<file path="src/rtl/truth_table_seq_pkg.sv">
// Shared types and defaults for the truth-table sequencer.
package truth_table_seq_pkg;

  typedef enum logic [1:0] {
    StIdle   = 2'd0,
    StSettle = 2'd1,
    StSample = 2'd2,
    StDone   = 2'd3
  } state_e;

  localparam int unsigned DefaultNIn    = 4;
  localparam int unsigned DefaultSettle = 1;

endpackage

</file>
<file path="src/rtl/tt_result_tracker.sv">
// Accumulates mismatch count, first failing vector and (with TT_CAPTURE_EN) the truth table.
module tt_result_tracker
  import truth_table_seq_pkg::*;
#(
  parameter int unsigned N_IN = DefaultNIn
) (
  input  logic                    clk,
  input  logic                    rst,
  input  logic                    clear,
  input  logic                    sample_en,
  input  logic [N_IN-1:0]         vec,
  input  logic                    f_sop,
  input  logic                    f_pos,
  output logic [N_IN:0]           mismatch_cnt,
  output logic [N_IN-1:0]         first_bad,
  output logic                    first_bad_vld,
  output logic [(1<<N_IN)-1:0]    ttable
);

  localparam logic [N_IN:0] CntOne = (N_IN + 1)'(1);

  logic [N_IN:0]   cnt_q, cnt_d;
  logic [N_IN-1:0] bad_q, bad_d;
  logic            vld_q, vld_d;

  always_comb begin
    cnt_d = cnt_q;
    bad_d = bad_q;
    vld_d = vld_q;
    if (clear) begin
      cnt_d = '0;
      bad_d = '0;
      vld_d = 1'b0;
    end else if (sample_en && (f_sop != f_pos)) begin
      cnt_d = cnt_q + CntOne;
      // Vectors sweep upward, so the first recorded one is also the lowest.
      if (!vld_q) begin
        bad_d = vec;
        vld_d = 1'b1;
      end
    end
  end

  always_ff @(posedge clk or posedge rst) begin
    if (rst) begin
      cnt_q <= '0;
      bad_q <= '0;
      vld_q <= 1'b0;
    end else begin
      cnt_q <= cnt_d;
      bad_q <= bad_d;
      vld_q <= vld_d;
    end
  end

  assign mismatch_cnt  = cnt_q;
  assign first_bad     = bad_q;
  assign first_bad_vld = vld_q;

`ifdef TT_CAPTURE_EN
  logic [(1<<N_IN)-1:0] ttable_q, ttable_d;

  always_comb begin
    ttable_d = ttable_q;
    if (clear) begin
      ttable_d = '0;
    end else if (sample_en) begin
      ttable_d[vec] = f_sop;
    end
  end

  always_ff @(posedge clk or posedge rst) begin
    if (rst) begin
      ttable_q <= '0;
    end else begin
      ttable_q <= ttable_d;
    end
  end

  assign ttable = ttable_q;
`else
  assign ttable = '0;
`endif

endmodule

</file>
<file path="src/rtl/truth_table_sequencer.sv">
// Exhaustive SOP-vs-POS equivalence sweeper; define TT_CAPTURE_EN to store the truth table.
module truth_table_sequencer
  import truth_table_seq_pkg::*;
#(
  parameter int unsigned N_IN   = DefaultNIn,
  parameter int unsigned SETTLE = DefaultSettle
) (
  input  logic                 clk,
  input  logic                 rst,
  input  logic                 start,
  input  logic                 f_sop,
  input  logic                 f_pos,
  output logic [N_IN-1:0]      vec_out,
  output logic                 busy,
  output logic                 done,
  output logic                 pass,
  output logic [N_IN:0]        mismatch_cnt,
  output logic [N_IN-1:0]      first_bad,
  output logic                 first_bad_vld,
  output logic [(1<<N_IN)-1:0] ttable
);

  localparam int unsigned    CntW       = (SETTLE < 2) ? 1 : $clog2(SETTLE + 1);
  localparam logic [CntW-1:0] SettleLoad = CntW'(SETTLE);
  localparam logic [CntW-1:0] CntOne     = CntW'(1);
  localparam logic [N_IN-1:0] VecOne     = N_IN'(1);

  state_e          state_q, state_d;
  logic [N_IN-1:0] vec_q, vec_d;
  logic [CntW-1:0] cnt_q, cnt_d;
  logic            pass_q, pass_d;
  logic            clear, sample_en;

  always_comb begin
    state_d   = state_q;
    vec_d     = vec_q;
    cnt_d     = cnt_q;
    pass_d    = pass_q;
    clear     = 1'b0;
    sample_en = 1'b0;
    busy      = 1'b0;
    done      = 1'b0;
    unique case (state_q)
      StIdle: begin
        if (start) begin
          vec_d   = '0;
          cnt_d   = SettleLoad;
          pass_d  = 1'b0;
          clear   = 1'b1;
          state_d = StSettle;
        end
      end
      StSettle: begin
        busy = 1'b1;
        if (cnt_q == CntOne) begin
          state_d = StSample;
        end else begin
          cnt_d = cnt_q - CntOne;
        end
      end
      StSample: begin
        busy      = 1'b1;
        sample_en = 1'b1;
        if (&vec_q) begin
          state_d = StDone;
        end else begin
          vec_d   = vec_q + VecOne;
          cnt_d   = SettleLoad;
          state_d = StSettle;
        end
      end
      StDone: begin
        done    = 1'b1;
        pass_d  = (mismatch_cnt == '0);
        state_d = StIdle;
      end
      default: state_d = StIdle;
    endcase
  end

  always_ff @(posedge clk or posedge rst) begin
    if (rst) begin
      state_q <= StIdle;
      vec_q   <= '0;
      cnt_q   <= '0;
      pass_q  <= 1'b0;
    end else begin
      state_q <= state_d;
      vec_q   <= vec_d;
      cnt_q   <= cnt_d;
      pass_q  <= pass_d;
    end
  end

  assign vec_out = vec_q;
  assign pass    = pass_q;

  tt_result_tracker #(
    .N_IN(N_IN)
  ) u_tracker (
    .clk          (clk),
    .rst          (rst),
    .clear        (clear),
    .sample_en    (sample_en),
    .vec          (vec_q),
    .f_sop        (f_sop),
    .f_pos        (f_pos),
    .mismatch_cnt (mismatch_cnt),
    .first_bad    (first_bad),
    .first_bad_vld(first_bad_vld),
    .ttable       (ttable)
  );

endmodule
</file>
<file path="config.mk">
export PLATFORM = sky130hd
export DESIGN_NAME = truth_table_sequencer
export DESIGN_NICKNAME = d
export VERILOG_FILES = /design/src/rtl/truth_table_seq_pkg.sv /design/src/rtl/tt_result_tracker.sv /design/src/rtl/truth_table_sequencer.sv
export SDC_FILE = /design/constraint.sdc
export NUM_CORES = 1
export LEC_CHECK = 0
export CELL_PAD_IN_SITES_DETAIL_PLACEMENT = 1
export CELL_PAD_IN_SITES_GLOBAL_PLACEMENT = 2
export CORE_MARGIN = 2
export CORE_UTILIZATION = 23
export CTS_CLUSTER_DIAMETER = 80
export CTS_CLUSTER_SIZE = 30
export DETAILED_ROUTE_END_ITERATION = 8
export PLACE_DENSITY_LB_ADDON = 0.1
export REMOVE_ABC_BUFFERS = 1
export SYNTH_ARGS = -nofsm -noshare
export SYNTH_HDL_FRONTEND = slang
export SYNTH_SLANG_ARGS = --single-unit
</file>
<file path="constraint.sdc">
create_clock -name clk -period 1.46 [get_ports clk]
set_input_delay 0.219 -clock clk [delete_from_list [all_inputs] [get_ports clk]]
set_output_delay 0.219 -clock clk [all_outputs]
set_load 0.01 [all_outputs]
</file>
# [Word level (Yosys, flattened, before mapping)]
# Cells that the tools add are included.
[totals] register_bits=18 latchBits=0 mem_bits_rw=0 rom_bits=0 in_bits=5 elab_cells=57 n_memories=0
[classes] add_sub_neg=3 multipliers=0 n_div=0 order_cmp=0 eq_ne=8 n_shift=0 n_mux=25 n_bitwise=0 n_reduce_logical=14
[op_table] op="$mux 4" n=5
[op_table] op="$mux 1" n=11
[op_table] op="$mux 5" n=2
[op_table] op="$ne 2x2->1 const B" n=4
[op_table] op="$pmux 2 s4" n=1
[op_table] op="$pmux 4 s2" n=1
[op_table] op="$mux 2" n=3
[op_table] op="$reduce_and 2->1" n=3
[op_table] op="$reduce_and 3->1" n=2
[op_table] op="$reduce_bool 2->1" n=3
[op_table] op="$add 5x1->5 const B" n=1
[op_table] op="$logic_not 5->1" n=1
[op_table] op="$add 4x1->4 const B" n=1
[op_table] op="$eq 2x2->1 const B" n=2
[op_table] op="$reduce_and 4->1" n=1
[op_table] op="$pmux 1 s3" n=1
[op_table] op="$reduce_bool 3->1" n=1
[op_table] op="$eq 2x1->1 const B" n=1
[op_table] op="$logic_not 2->1" n=1
[op_table] op="$pmux 1 s2" n=1
[op_table] op="$reduce_or 2->1" n=1
[op_table] op="$logic_and 1x1->1" n=1
[op_table] op="$ne 1x1->1" n=1
[op_table] op="$sub 1x1->1 const B" n=1

# [Depth between registers and ports, before layout]
[depth] word_depth=5 depth_mapped=6 depth_no_buf=5

# [Hierarchy]
# A second synthesis with hierarchy kept.
[hier_totals] hier_cells=114 hier_area_um2=1127.3
[by_module_without_submodules] module="tt_result_tracker" n_inst=1 cells_each=64 area_each_um2=646.9 seq_area_each_um2=250.2
[by_module_without_submodules] module="truth_table_sequencer" n_inst=1 cells_each=50 area_each_um2=480.5 seq_area_each_um2=200.2

# [Worst setup path after synthesis]
# OpenSTA, ideal clock, no wires.
[synth_path] path_kind="reg-to-reg" startpoint="reg state_q[0]" endpoint="reg vec_q[3], in the netlist vec_out[3]" arrival_time_ps=1500 t_required_ps=1337 slack_ps=-162 path_stages_with_launch=6 n_path_buf=0 period_less_slack_ps=1622 cell_sequence="dfrtp_1 -> inv_1 -> ha_1 -> nor2b_1 -> or4b_1 -> o221a_2"
[synth_between] elab_chain_len=3 elab_cells_between_ends=7
[synth_rtl] element="from (decl)" line_no="truth_table_sequencer.sv:28" text="state_e state_q, state_d;"
[synth_rtl] element="from (signal assigned)" line_no="truth_table_sequencer.sv:83" text="state_q <= StIdle;"
[synth_rtl] element="from (signal assigned)" line_no="truth_table_sequencer.sv:88" text="state_q <= state_d;"
[synth_rtl] element="$eq 2x2->1 or $logic_not 2->1 (tied branches)" line_no="truth_table_sequencer.sv:43" text="unique case (state_q)"
[synth_rtl] element="$ne 2x2->1 (no source line) or $reduce_bool 2->1 (tied branches)"
[synth_rtl] element="$reduce_and 3->1 (no source line)"
[synth_rtl] element="to (signal assigned)" line_no="truth_table_sequencer.sv:89" text="vec_q <= vec_d;"
[synth_rtl] element="to (decl)" line_no="truth_table_sequencer.sv:29" text="logic [N_IN-1:0] vec_q, vec_d;"
# Parallel ways exist; a longest one is shown, timed or not.
# A chain may end at the register's enable or synchronous reset.

# [Worst setup path in the final report]
[layout_path] startpoint="reg state_q[1]" endpoint="reg vec_q[3], in the netlist vec_out[3]"
# Same word-level chain as after synthesis.

==> flow_summary.ini <==
[outcome]
outcome = finished with violations
failed_checks = setup timing

[final_layout]
syn2layout_area_growth_pct = 52.7
final_nets = 191
fin_cells = 231
diodes = 0
post-route-util_pct = 36.4
nFillCells = 552
design_area_um2 = 1710
drive_above_1_share_pct = 34.5

[floorplanning]
row_count = 25
core_um2 = 4690
die_w_um = 73.7
dieArea_um2 = 5440
die_h_um = 73.7
initial_utilization_pct = 23.8
top_level_ports = 38

[power]
internal-power_mw = 1.74
pwr-share-seq_pct = 25.9
power_frac_comb_pct = 59.0
power_switching_mw = 1.10
clkPwrFrac_pct = 15.0
vdd_drop_max_mv = 0.501
power_density_nw_per_um2 = 1660
p_leak_nw = 0.802
swShare_pct = 38.7

[drt]
totalWireLength_mm = 3.25
antenna_left = 0
drc_errors = 0
wl_per_cell_um = 14.1
viasPerCell = 4.43
wl_met1_mm = 1.44
routed-wl-met3_um = 88
drt_iter0_markers = 15
drtPass1Iterations = 4
met2_length_mm = 1.67
highest_layer = met4
routed-via-count = 1023

[placement]
placed_area_um2 = 1450
gp_congestion = 0.734
dp_hpwl_mm = 2.37
port_buffers = 21
dp_cells = 212

[synth]
synthDominantCellAreaShare_pct = 40.3
synth-seq-cells = 18
yosysWarningCount = 0
syn-cell-area_um2 = 1120
ys_top_cells_by_count = dfrtp_1, buf_4, a21oi_1
synth_compound_area_share_pct = 16.9
yosysMostFrequentCell = dfrtp_1
yosys-top-cells-area = dfrtp_1, buf_4, ha_1
synth-simple-area-share_pct = 16.8
synthArstFlopShare_pct = 100
ys_types = 32
yosys.area_share.adder_pct = 8.95
synth_ff_type = dfrtp_1
synth_mux_area_share_pct = 0
synth-seq-area-share_pct = 40.3
synth_top_family_by_area = compound AO/OA/AOI/OAI gates
yosysTopAreaCell = dfrtp_1
postSynthCellCount = 123
synth_edf_count = 0
syn_area_per_cell_um2 = 9.09
synth_xor_area_share_pct = 1.57

[clock_tree]
cts_root_buf = clkbuf_8
cts_buffers = 3
path_clk_slew_ns = 0.08
clock-sinks = 18
clk_path_buf_depth = 2
clk_latency_ns = 0.26
cts_tree = built
holdBufCountCts = 0
cts_max_level = 1

[critical_path]
cp-start-kind = flop
crit_chain = buf_6 -> ha_4 -> nand4_1 -> or4b_1 -> o221a_2
setup.worst_path.class = flop to flop
endpoint_kind = flop
worst-path-max-fanout = 3
cpMaxStageDelayCell = or4b_1
critPathMaxStageDelay_ns = 0.50
cp_top_family = simple AND/OR/NAND/NOR gates
crit_buf_inv = 1
arrival_ns = 1.66
crit_required_ns = 1.61

[global_routing]
first_global_vias = 1114
grt_pass1_wl_mm = 5.38
antenna_found_initial = 0
overflow = 0
grt_max_degree = 19
grt_usage_pct = 13.1

[flow_run]
maxCapViolCount = 0

[timing]
hold_viol_final = 0
fmax_mhz = 663
min_period_ns = 1.51
slew_viol_final = 0
fin_ws_ns = -0.0474
setup_viol_count_final = 3
post-route-period-util_pct = 103
clock_skew_ns = 0.00409
rsz0062_at_grt = true

[worst_hold_path]
hold_path.class = input port to asynchronous set/reset pin
per-layer routing:
layer	track usage, %	vias up
met5	0	-
met4	4.85	0
met3	2.19	5
met2	22.8	20
met1	16.1	492
li1	-	506
stage by stage:
stage / hold WS [ns] / total power [mW] / setup TNS (ns) / worst slack (ns)
after global placement: 0.432 / 2.08 / -1.34 / -0.159
after global routing: 0.309 / 3.09 / -0.660 / -0.140
after CTS: 0.293 / 2.72 / -0.188 / -0.0569
final: 0.282 / 2.84 / -0.0891 / -0.0474
after floorplan: 0.158 / 1.36 / -0.753 / -0.280
after detailed placement: 0.438 / 2.11 / -1.84 / -0.192
cells by family after synthesis:
| family | Yosys count |
|---|---|
| xor gates and xnor gates | 2 |
| DFF | 18 |
| other | 1 |
| and+or+nand+nor | 35 |
| adders and majority gates | 8 |
| AOI/OAI and AO/OA | 32 |
| buffers and inverters | 27 |
worst paths after layout:
path | start | endpoint | slack (ns) | cells past startpoint
worst max-delay path | state_q[1] | vec_out[3] | -0.05 | 5
worst max register to register | state_q[1] | vec_out[3] | -0.05 | 5
worst min register to register | cnt_q | cnt_q | 0.45 | 1
min in group clk | cnt_q | cnt_q | 0.45 | 1
max in group asynchronous | rst | vec_out[2] | 0.95 | 3
worst min-delay path | rst | cnt_q | 0.28 | 3
layout make-up:
cell class	count	area (µm²)	share of cell area (%)
flip-flops and latches	18	452	26.4
well taps	54	67.6	3.96
multi-input cells	93	646	37.8
inverters	8	30.0	1.76
repair buffers	54	458	26.8
clock buffers	4	55.1	3.22
cells in the final DEF (no fill, tap or decap), drive strengths merged:
master          n
o31a            1
o21a            1
dfrtp          18
clkbuf          5
nand3           8
dlymetal6s2s    2
a31oi           2
conb           16
clkdlybuf4s50  15
nor2b           2
o211a           1
or4b            1
o31ai           1
buf            34
dlygate4sd2     2
o21ai          11
a211oi          1
nor3            1
nand2b          3
ha              8
or3             2
and2            2
a21o            1
nand4           5
nor4            1
nand2           4
xnor2           1
xor2            1
a21oi          12
nor2            6
o221a           1
inv             8
worst register-to-register path: cells and delay by family, from the launching register on:
family | cells | cell delay, ns
flip-flops | 1 | 0.41
adder cells (fa/ha/maj) | 1 | 0.13
buffers and inverters | 1 | 0.13
AND/OR/NAND/NOR | 2 | 0.59
AO/OA/AOI/OAI | 1 | 0.13
power by group through the flow:
stage | Sequential (mW) | Clock, mW | Combinational [mW]
2_1_floorplan | 0.809 | 0 | 0.555
3_3_place_gp | 0.757 | 0 | 1.32
3_5_place_dp | 0.766 | 0 | 1.35
4_1_cts | 0.734 | 0.449 | 1.54
5_1_grt | 0.752 | 0.465 | 1.88
6_report | 0.737 | 0.427 | 1.68
sequential cells by signal (all words and copies together), names as in the netlist:
register,flops
cnt_q,1
pass,1
state_q,2
u_tracker.mismatch_cnt,5
u_tracker.first_bad,4
u_tracker.first_bad_vld,1
vec_out,4
timing repair:
action	4_1_cts	5_1_grt
pin swaps	1	6
endpoints found under the setup margin	24	17
setup buffers	10	5
resized for setup	18	24
No activity file was read; power rests on OpenSTA's default activity.
